File: config.mk
export PLATFORM = sky130hd
export DESIGN_NAME = flow_ctrl_fsm
export DESIGN_NICKNAME = d
export VERILOG_FILES = /design/src/rtl/flow_ctrl_fsm.sv
export SDC_FILE = /design/constraint.sdc
export NUM_CORES = 1
export LEC_CHECK = 0
export ABC_AREA = 1
export CAP_MARGIN = 10
export CORE_UTILIZATION = 45
export CTS_CLUSTER_SIZE = 40
export DETAILED_ROUTE_END_ITERATION = 10
export PLACE_DENSITY = 0.8
export SLEW_MARGIN = 20
export SYNTH_ARGS = -nofsm -noshare
export SYNTH_HDL_FRONTEND = slang
export SYNTH_SLANG_ARGS = --single-unit
File: constraint.sdc
create_clock -name clk -period 2.17 [get_ports clk]
set_input_delay 0.434 -clock clk [delete_from_list [all_inputs] [get_ports clk]]
set_output_delay 0.434 -clock clk [all_outputs]
set_load 0.02 [all_outputs]
File: src/rtl/flow_ctrl_fsm.sv
// flow_ctrl_fsm: RESET/INIT/IDLE/ACTIVE/ERROR sequencer, FIFO threshold holder and arbiter enable.
// Optional ERR_CNT_EN adds a saturating fault-cycle counter on port err_count.
`default_nettype none

module flow_ctrl_fsm #(
  parameter int TH_W     = 3,
  parameter int DEF_AF   = 6,
  parameter int DEF_AE   = 1,
  parameter int IDLE_CYC = 4
) (
  input  logic            clk,
  input  logic            reset,
  input  logic            init,
  input  logic [TH_W-1:0] af_in,
  input  logic [TH_W-1:0] ae_in,
  input  logic [7:0]      fifo_empty,
  input  logic [7:0]      fifo_err,
  output logic [2:0]      state,
  output logic [TH_W-1:0] af_th,
  output logic [TH_W-1:0] ae_th,
  output logic            arb_en,
  output logic            idle,
  output logic            error_out,
`ifdef ERR_CNT_EN
  output logic [7:0]      err_count,
`endif
  output logic [7:0]      err_src
);

  localparam int CNT_W = $clog2(IDLE_CYC + 1);

  typedef enum logic [2:0] {
    S_RESET  = 3'd0,
    S_INIT   = 3'd1,
    S_IDLE   = 3'd2,
    S_ACTIVE = 3'd3,
    S_ERROR  = 3'd4
  } state_t;

  state_t            state_q, state_d;
  logic [CNT_W-1:0]  cnt_q, cnt_d;
  logic [TH_W-1:0]   af_q, af_d, ae_q, ae_d;
  logic [7:0]        err_src_q, err_src_d;
  logic              arb_en_q, arb_en_d;
  logic              idle_q, idle_d;
  logic              error_q, error_d;

  logic w_valid, w_all_empty, w_err;

  assign w_valid     = (ae_in < af_in) && (af_in != '0);
  assign w_all_empty = (fifo_empty == 8'hFF);
  assign w_err       = |fifo_err;

  always_comb begin
    state_d   = state_q;
    cnt_d     = cnt_q;
    af_d      = af_q;
    ae_d      = ae_q;
    err_src_d = err_src_q;

    // Fault capture is live everywhere except RESET, including the absorbing ERROR state.
    if (state_q != S_RESET) err_src_d = err_src_q | fifo_err;

    case (state_q)
      S_RESET: state_d = S_INIT;
      S_INIT: begin
        if (w_valid) begin
          af_d = af_in;
          ae_d = ae_in;
        end
        if (w_err) begin
          state_d = S_ERROR;
        end else if (!init) begin
          state_d = S_IDLE;
          cnt_d   = '0;
        end
      end
      S_IDLE: begin
        if (w_err) begin
          state_d = S_ERROR;
        end else if (init) begin
          state_d = S_INIT;
        end else if (!w_all_empty) begin
          state_d = S_ACTIVE;
          cnt_d   = '0;
        end
      end
      S_ACTIVE: begin
        if (w_err) begin
          state_d = S_ERROR;
        end else if (init) begin
          state_d = S_INIT;
        end else if (w_all_empty) begin
          if (cnt_q == CNT_W'(IDLE_CYC - 1)) begin
            state_d = S_IDLE;
            cnt_d   = '0;
          end else begin
            cnt_d = cnt_q + 1'b1;
          end
        end else begin
          cnt_d = '0;
        end
      end
      S_ERROR: state_d = S_ERROR;
      default: state_d = S_RESET;
    endcase

    arb_en_d = (state_d == S_IDLE) || (state_d == S_ACTIVE);
    idle_d   = (state_d == S_IDLE);
    error_d  = (state_d == S_ERROR);
  end

  always_ff @(posedge clk or posedge reset) begin
    if (reset) begin
      state_q   <= S_RESET;
      cnt_q     <= '0;
      af_q      <= TH_W'(DEF_AF);
      ae_q      <= TH_W'(DEF_AE);
      err_src_q <= '0;
      arb_en_q  <= 1'b0;
      idle_q    <= 1'b0;
      error_q   <= 1'b0;
    end else begin
      state_q   <= state_d;
      cnt_q     <= cnt_d;
      af_q      <= af_d;
      ae_q      <= ae_d;
      err_src_q <= err_src_d;
      arb_en_q  <= arb_en_d;
      idle_q    <= idle_d;
      error_q   <= error_d;
    end
  end

`ifdef ERR_CNT_EN
  logic [7:0] err_cnt_q, err_cnt_d;

  always_comb begin
    err_cnt_d = err_cnt_q;
    if ((state_q != S_RESET) && w_err && (err_cnt_q != 8'hFF)) err_cnt_d = err_cnt_q + 8'd1;
  end

  always_ff @(posedge clk or posedge reset) begin
    if (reset) err_cnt_q <= '0;
    else       err_cnt_q <= err_cnt_d;
  end

  assign err_count = err_cnt_q;
`endif

  assign state     = state_q;
  assign af_th     = af_q;
  assign ae_th     = ae_q;
  assign arb_en    = arb_en_q;
  assign idle      = idle_q;
  assign error_out = error_q;
  assign err_src   = err_src_q;

endmodule

`default_nettype wire

# Yosys cells after proc, flatten, opt, wreduce, memory -nomap -nowiden

Index checks and enable logic that the tools add are counted.

Bits of input ports: 25
Output and inout port bits: 20
Register bits after elaboration: 23

Multiplexer cells: 20
Reduce and logical (&&, ||, !) cells: 9
Add/sub/neg operators: 1
Equality and inequality tests: 16
Bitwise gates (word level): 1
Order comparisons: 1

Operator list:

| kind                                                                  | count |
|---|---|
| 3-bit two-way mux                                                     | 18 |
| 3-bit by 2-bit equality test with 1-bit output, second input constant | 5 |
| 3-bit one-hot mux with 5 select lines                                 | 1 |
| 2-bit inequality test, second input constant                          | 7 |
| 3-bit one-hot mux with 3 select lines                                 | 1 |
| 3-bit nonzero test                                                    | 3 |
| 8-bit equality test, second input constant                            | 1 |
| 8-bit bitwise OR                                                      | 1 |
| 8-bit AND reduction                                                   | 1 |
| 8-bit OR reduction                                                    | 1 |
| 3-bit equality test, second input constant                            | 2 |
| 3-bit by 1-bit adder with 3-bit output, second input constant         | 1 |
| 3-bit by 1-bit equality test with 1-bit output, second input constant | 1 |
| 3-bit zero test                                                       | 1 |
| 3-bit < comparator                                                    | 1 |
| 2-bit AND reduction                                                   | 1 |
| 1-bit logical AND                                                     | 1 |
| 1-bit logical OR                                                      | 1 |

# Longest topological paths before layout

Word-level depth: 8
Mapped depth: 8
Mapped depth without buffers: 8

# Worst setup path before layout

OpenSTA, ideal clock, no wires.

Kind: in2reg
Start point: input af_in[1]
End point: register ae_q[1], in the netlist ae_th[1]
Stages: 8
Arrival: 1222 ps
Path slack: 831 ps
Buffers on the path: 0
Cell sequence: inv_1 ha_1 o21ai_0 nand2_1 nand2_1 nand2_4 nand2_1 nand2_1

Word-level cells in the longest chain between the ends: 3
Elaborated cells on any way between the ends: 4

RTL lines:

| what                                                     | RTL line | source |
|---|---|---|
| start, declared                                          | 14       | `input logic [TH_W-1:0] af_in,` |
| 3-bit < comparator or 3-bit nonzero test (tied branches) | 50       | `assign w_valid = (ae_in < af_in) && (af_in != '0);` |
| 1-bit logical AND (*)                                    | 50       |  |
| 2-bit AND reduction (no source line) (*)                 | n/a      |  |
| end signal, assigned                                     | 118      | `ae_q <= TH_W'(DEF_AE);` |
| end, declared                                            | 42       | `logic [TH_W-1:0] af_q, af_d, ae_q, ae_d;` |

Mark *: on every way between the ends. The rest lies on a longest branch, timed or not.
A chain may end at the register's enable or synchronous reset.

# Final worst setup path

Start point: register state_q[0], in the netlist state[0]
End point: output state[0]

RTL lines:

| what                   | RTL line | source |
|---|---|---|
| start, declared        | 40       | `state_t state_q, state_d;` |
| start signal, assigned | 124      | `state_q <= state_d;` |
| end, declared          | 18       | `output logic [2:0] state,` |

No word-level cell between the ends.

==> results.json <==
{
  "status": "complete, no violations",
  "routed_wl_um": 2420,
  "p_sw_share_pct": 37.1,
  "clkTransAtPathRegs_ns": 0.13,
  "endpoint_kind": "output port",
  "cpMaxStageDelayCell": "clkdlybuf4s50_1",
  "drtAntennaViolNets": 0,
  "clock.fmax_mhz": 524,
  "rsz0062_at_grt": "false",
  "cts_resized": 0,
  "die_h_um": 51.4,
  "finalSetupViolCount": 0,
  "worst_ep_arrival_time_ns": 1.47,
  "cp.required_ns": 1.74,
  "critical_path.top_delay_family": "buffers and inverters",
  "dpl_cell_area_um2": 1580,
  "yosysTopAreaCellShare_pct": 45.7,
  "netlist.top_cell.by_area": "dfrtp_1",
  "setup.worst_path.class": "reg -> out",
  "root_buffer": "clkbuf_4",
  "final_common_cell": "clkdlybuf4s50_1",
  "path_buf_inv": 1,
  "die_w_um": 51.4,
  "htreeDepth": 1,
  "timing.final.crit_period_ns": 1.91,
  "netlist_area_um2": 1100,
  "multiInputGateArea_um2": 464,
  "synth_nets": 156,
  "antenna_found_initial": 0,
  "post_cts_buffers": 0,
  "ys_warn_count": 0,
  "place_hpwl_um": 1980,
  "layout_common_cells": "44 x clkdlybuf4s50_1, 30 x nand2_1, 25 x nor2_1",
  "clock-sinks": 23,
  "wire_per_inst_um": 11.8,
  "drt_pre_antenna_iters": 4,
  "p_int_mw": 0.831,
  "cts_tree": "yes",
  "core_area_um2": 2250,
  "rows": 17,
  "drc_errors": 0,
  "peakVddDrop_mv": 0.754,
  "setup_slack_ns": 0.261,
  "syn_avg_cell_area_um2": 8.56,
  "routed_via_density": 5.02,
  "clk_latency_ns": 0.31,
  "place_inst": 201,
  "ys_types": 20,
  "max_stage_delay_ns": 0.66,
  "start_kind": "register",
  "antenna_cells": 0,
  "synthToLayoutAreaGrowth_pct": 46.6,
  "worst_pin_slew_ns": 0.510,
  "hold_violations": 0,
  "p_leak_nw": 0.741,
  "cts_buffer_depth": 2,
  "track_usage_pct": 20.1,
  "clock_skew_ns": 0.00389,
  "gr-total-overflow": 0,
  "cts_hold_buffers": 0,
  "hold_class": "in -> async",
  "gp_congestion": 0.857,
  "slew_violations": 0,
  "synth_seq_cells": 23,
  "grt_pass1_wl_um": 3810,
  "port_buffers": 44,
  "fill_cells": 186,
  "cap_violations": 0,
  "finalSetupTns_ns": 0,
  "ys_seq_area_share_pct": 52.9,
  "initial_utilization_pct": 48.6,
  "final_area_um2": 1610,
  "worst-path-max-fanout": 8,
  "grt_max_degree": 15,
  "fin_crit_sh_pct": 88.0,
  "drt-initial-drc-count": 14,
  "cts_buffers": 3,
  "critical_path.cell_chain": "clkdlybuf4s50_1",
  "dpl_worst_slack_ns": 0.183,
  "p_seq_share_pct": 45.0,
  "slew_headroom_pct": 66.0,
  "synth.area.top_cells": "dfrtp_1 46%, nand2_1 10%, nor2_1 8.6%, dfstp_2 7.2%, a21o_1 5.5%",
  "synth_cells": 128,
  "drive_gt1_share_pct": 8.47,
  "ios": 45,
  "hold_ws_ns": 0.431,
  "powerDensity_nw_per_um2": 822,
  "layout.cells.non_filler": 205,
  "final_nets": 206,
  "pwr-share-clk_pct": 14.9,
  "grt_pass1_vias": 962,
  "regArea_um2": 579,
  "fp.dieArea_um2": 2640,
  "pwr-share-comb_pct": 40.1,
  "vias": 1029,
  "switchingPower_mw": 0.489
}
==> routing by layer <==
layer / vias to the layer above / track usage, % / part of all wire, %
met1: 484 / 22.4 / 41
met5: - / 0 / 0
met2: 32 / 34.0 / 52
met4: 0 / 13.5 / 2.2
li1: 509 / - / -
met3: 4 / 4.46 / 5.0
==> final timing paths <==
check                                startpoint                endpoint  slack (ns)  depth (start not counted)
max                          state[0]$_DFF_PP0_                state[0]        0.26                          1
min                                       reset  err_src[2]$_DFFE_PP0N_        0.43                          2
max reg2reg                  state[2]$_DFF_PP0_    ae_th[2]$_DFFE_PP0P_        0.76                          6
min reg2reg                af_th[1]$_DFFE_PP1P_    af_th[1]$_DFFE_PP1P_        0.47                          2
max in group asynchronous                 reset      state[2]$_DFF_PP0_        1.21                          3
min in group clk           af_th[1]$_DFFE_PP1P_    af_th[1]$_DFFE_PP1P_        0.47                          2
==> through the flow <==
| step | util (%) | power, mW |
|---|---|---|
| floorplan | - | 0.873 |
| global placement | 70.0 | 1.11 |
| detailed placement | 70.0 | 1.13 |
| CTS | 71.3 | 1.33 |
| global route | 71.3 | 1.39 |
| finish | 71.3 | 1.32 |
==> Yosys cell counts <==
| master | number |
|---|---|
| inv_1 | 12 |
| ha_1 | 3 |
| o21ai_1 | 1 |
| nor3_1 | 3 |
| nor3_2 | 1 |
| nand3_2 | 1 |
| or2_2 | 1 |
| nand2_4 | 1 |
| nand2_1 | 30 |
| dfrtp_1 | 20 |
| a211oi_1 | 2 |
| inv_2 | 2 |
| a21o_1 | 8 |
| o21ai_0 | 1 |
| a21oi_1 | 1 |
| nor3_4 | 1 |
| nor2_1 | 25 |
| dfstp_2 | 3 |
| nand3_1 | 11 |
| nand4_1 | 1 |
==> kinds of logic (layout without fill, tap and decap cells) <==
logic type	Yosys count	count (layout)	synth area share, %
buffers and inverters	14	63	4.79
and+or+nand+nor	75	75	30.7
AOI/OAI and AO/OA	13	13	8.22
adders and majority gates	3	3	3.43
DFF	23	23	52.9
==> final cells by class <==
class	instances	share of cell area (%)
sequential	23	36.1
multi-input combinational	91	28.9
timing repair buffer	45	27.9
inverter	14	3.27
tap	28	2.18
clock buffer	3	1.40
clock inverter	1	0.312
==> worst reg2reg max path, delay by kind of cell, from the launching register on <==
kind                   cells  cell delay, ns
AND/OR/NAND/NOR            5            0.69
flip-flops                 1            0.47
buffers and inverters      1            0.15
==> power by group through the flow <==
stage | clock network, mW | registers (mW) | logic [mW]
floorplan | 0 | 0.692 | 0.180
global placement | 0 | 0.598 | 0.514
detailed placement | 0 | 0.601 | 0.530
CTS | 0.204 | 0.594 | 0.531
global route | 0.220 | 0.604 | 0.566
finish | 0.197 | 0.594 | 0.529
==> registers in the layout, indices dropped and copies added (netlist names) <==
signal and flops:
err_src 8, af_th 3, ae_th 3, state 3, idle 1, cnt_q 3, arb_en 1, error_out 1
(Power assumes the default switching activity.)
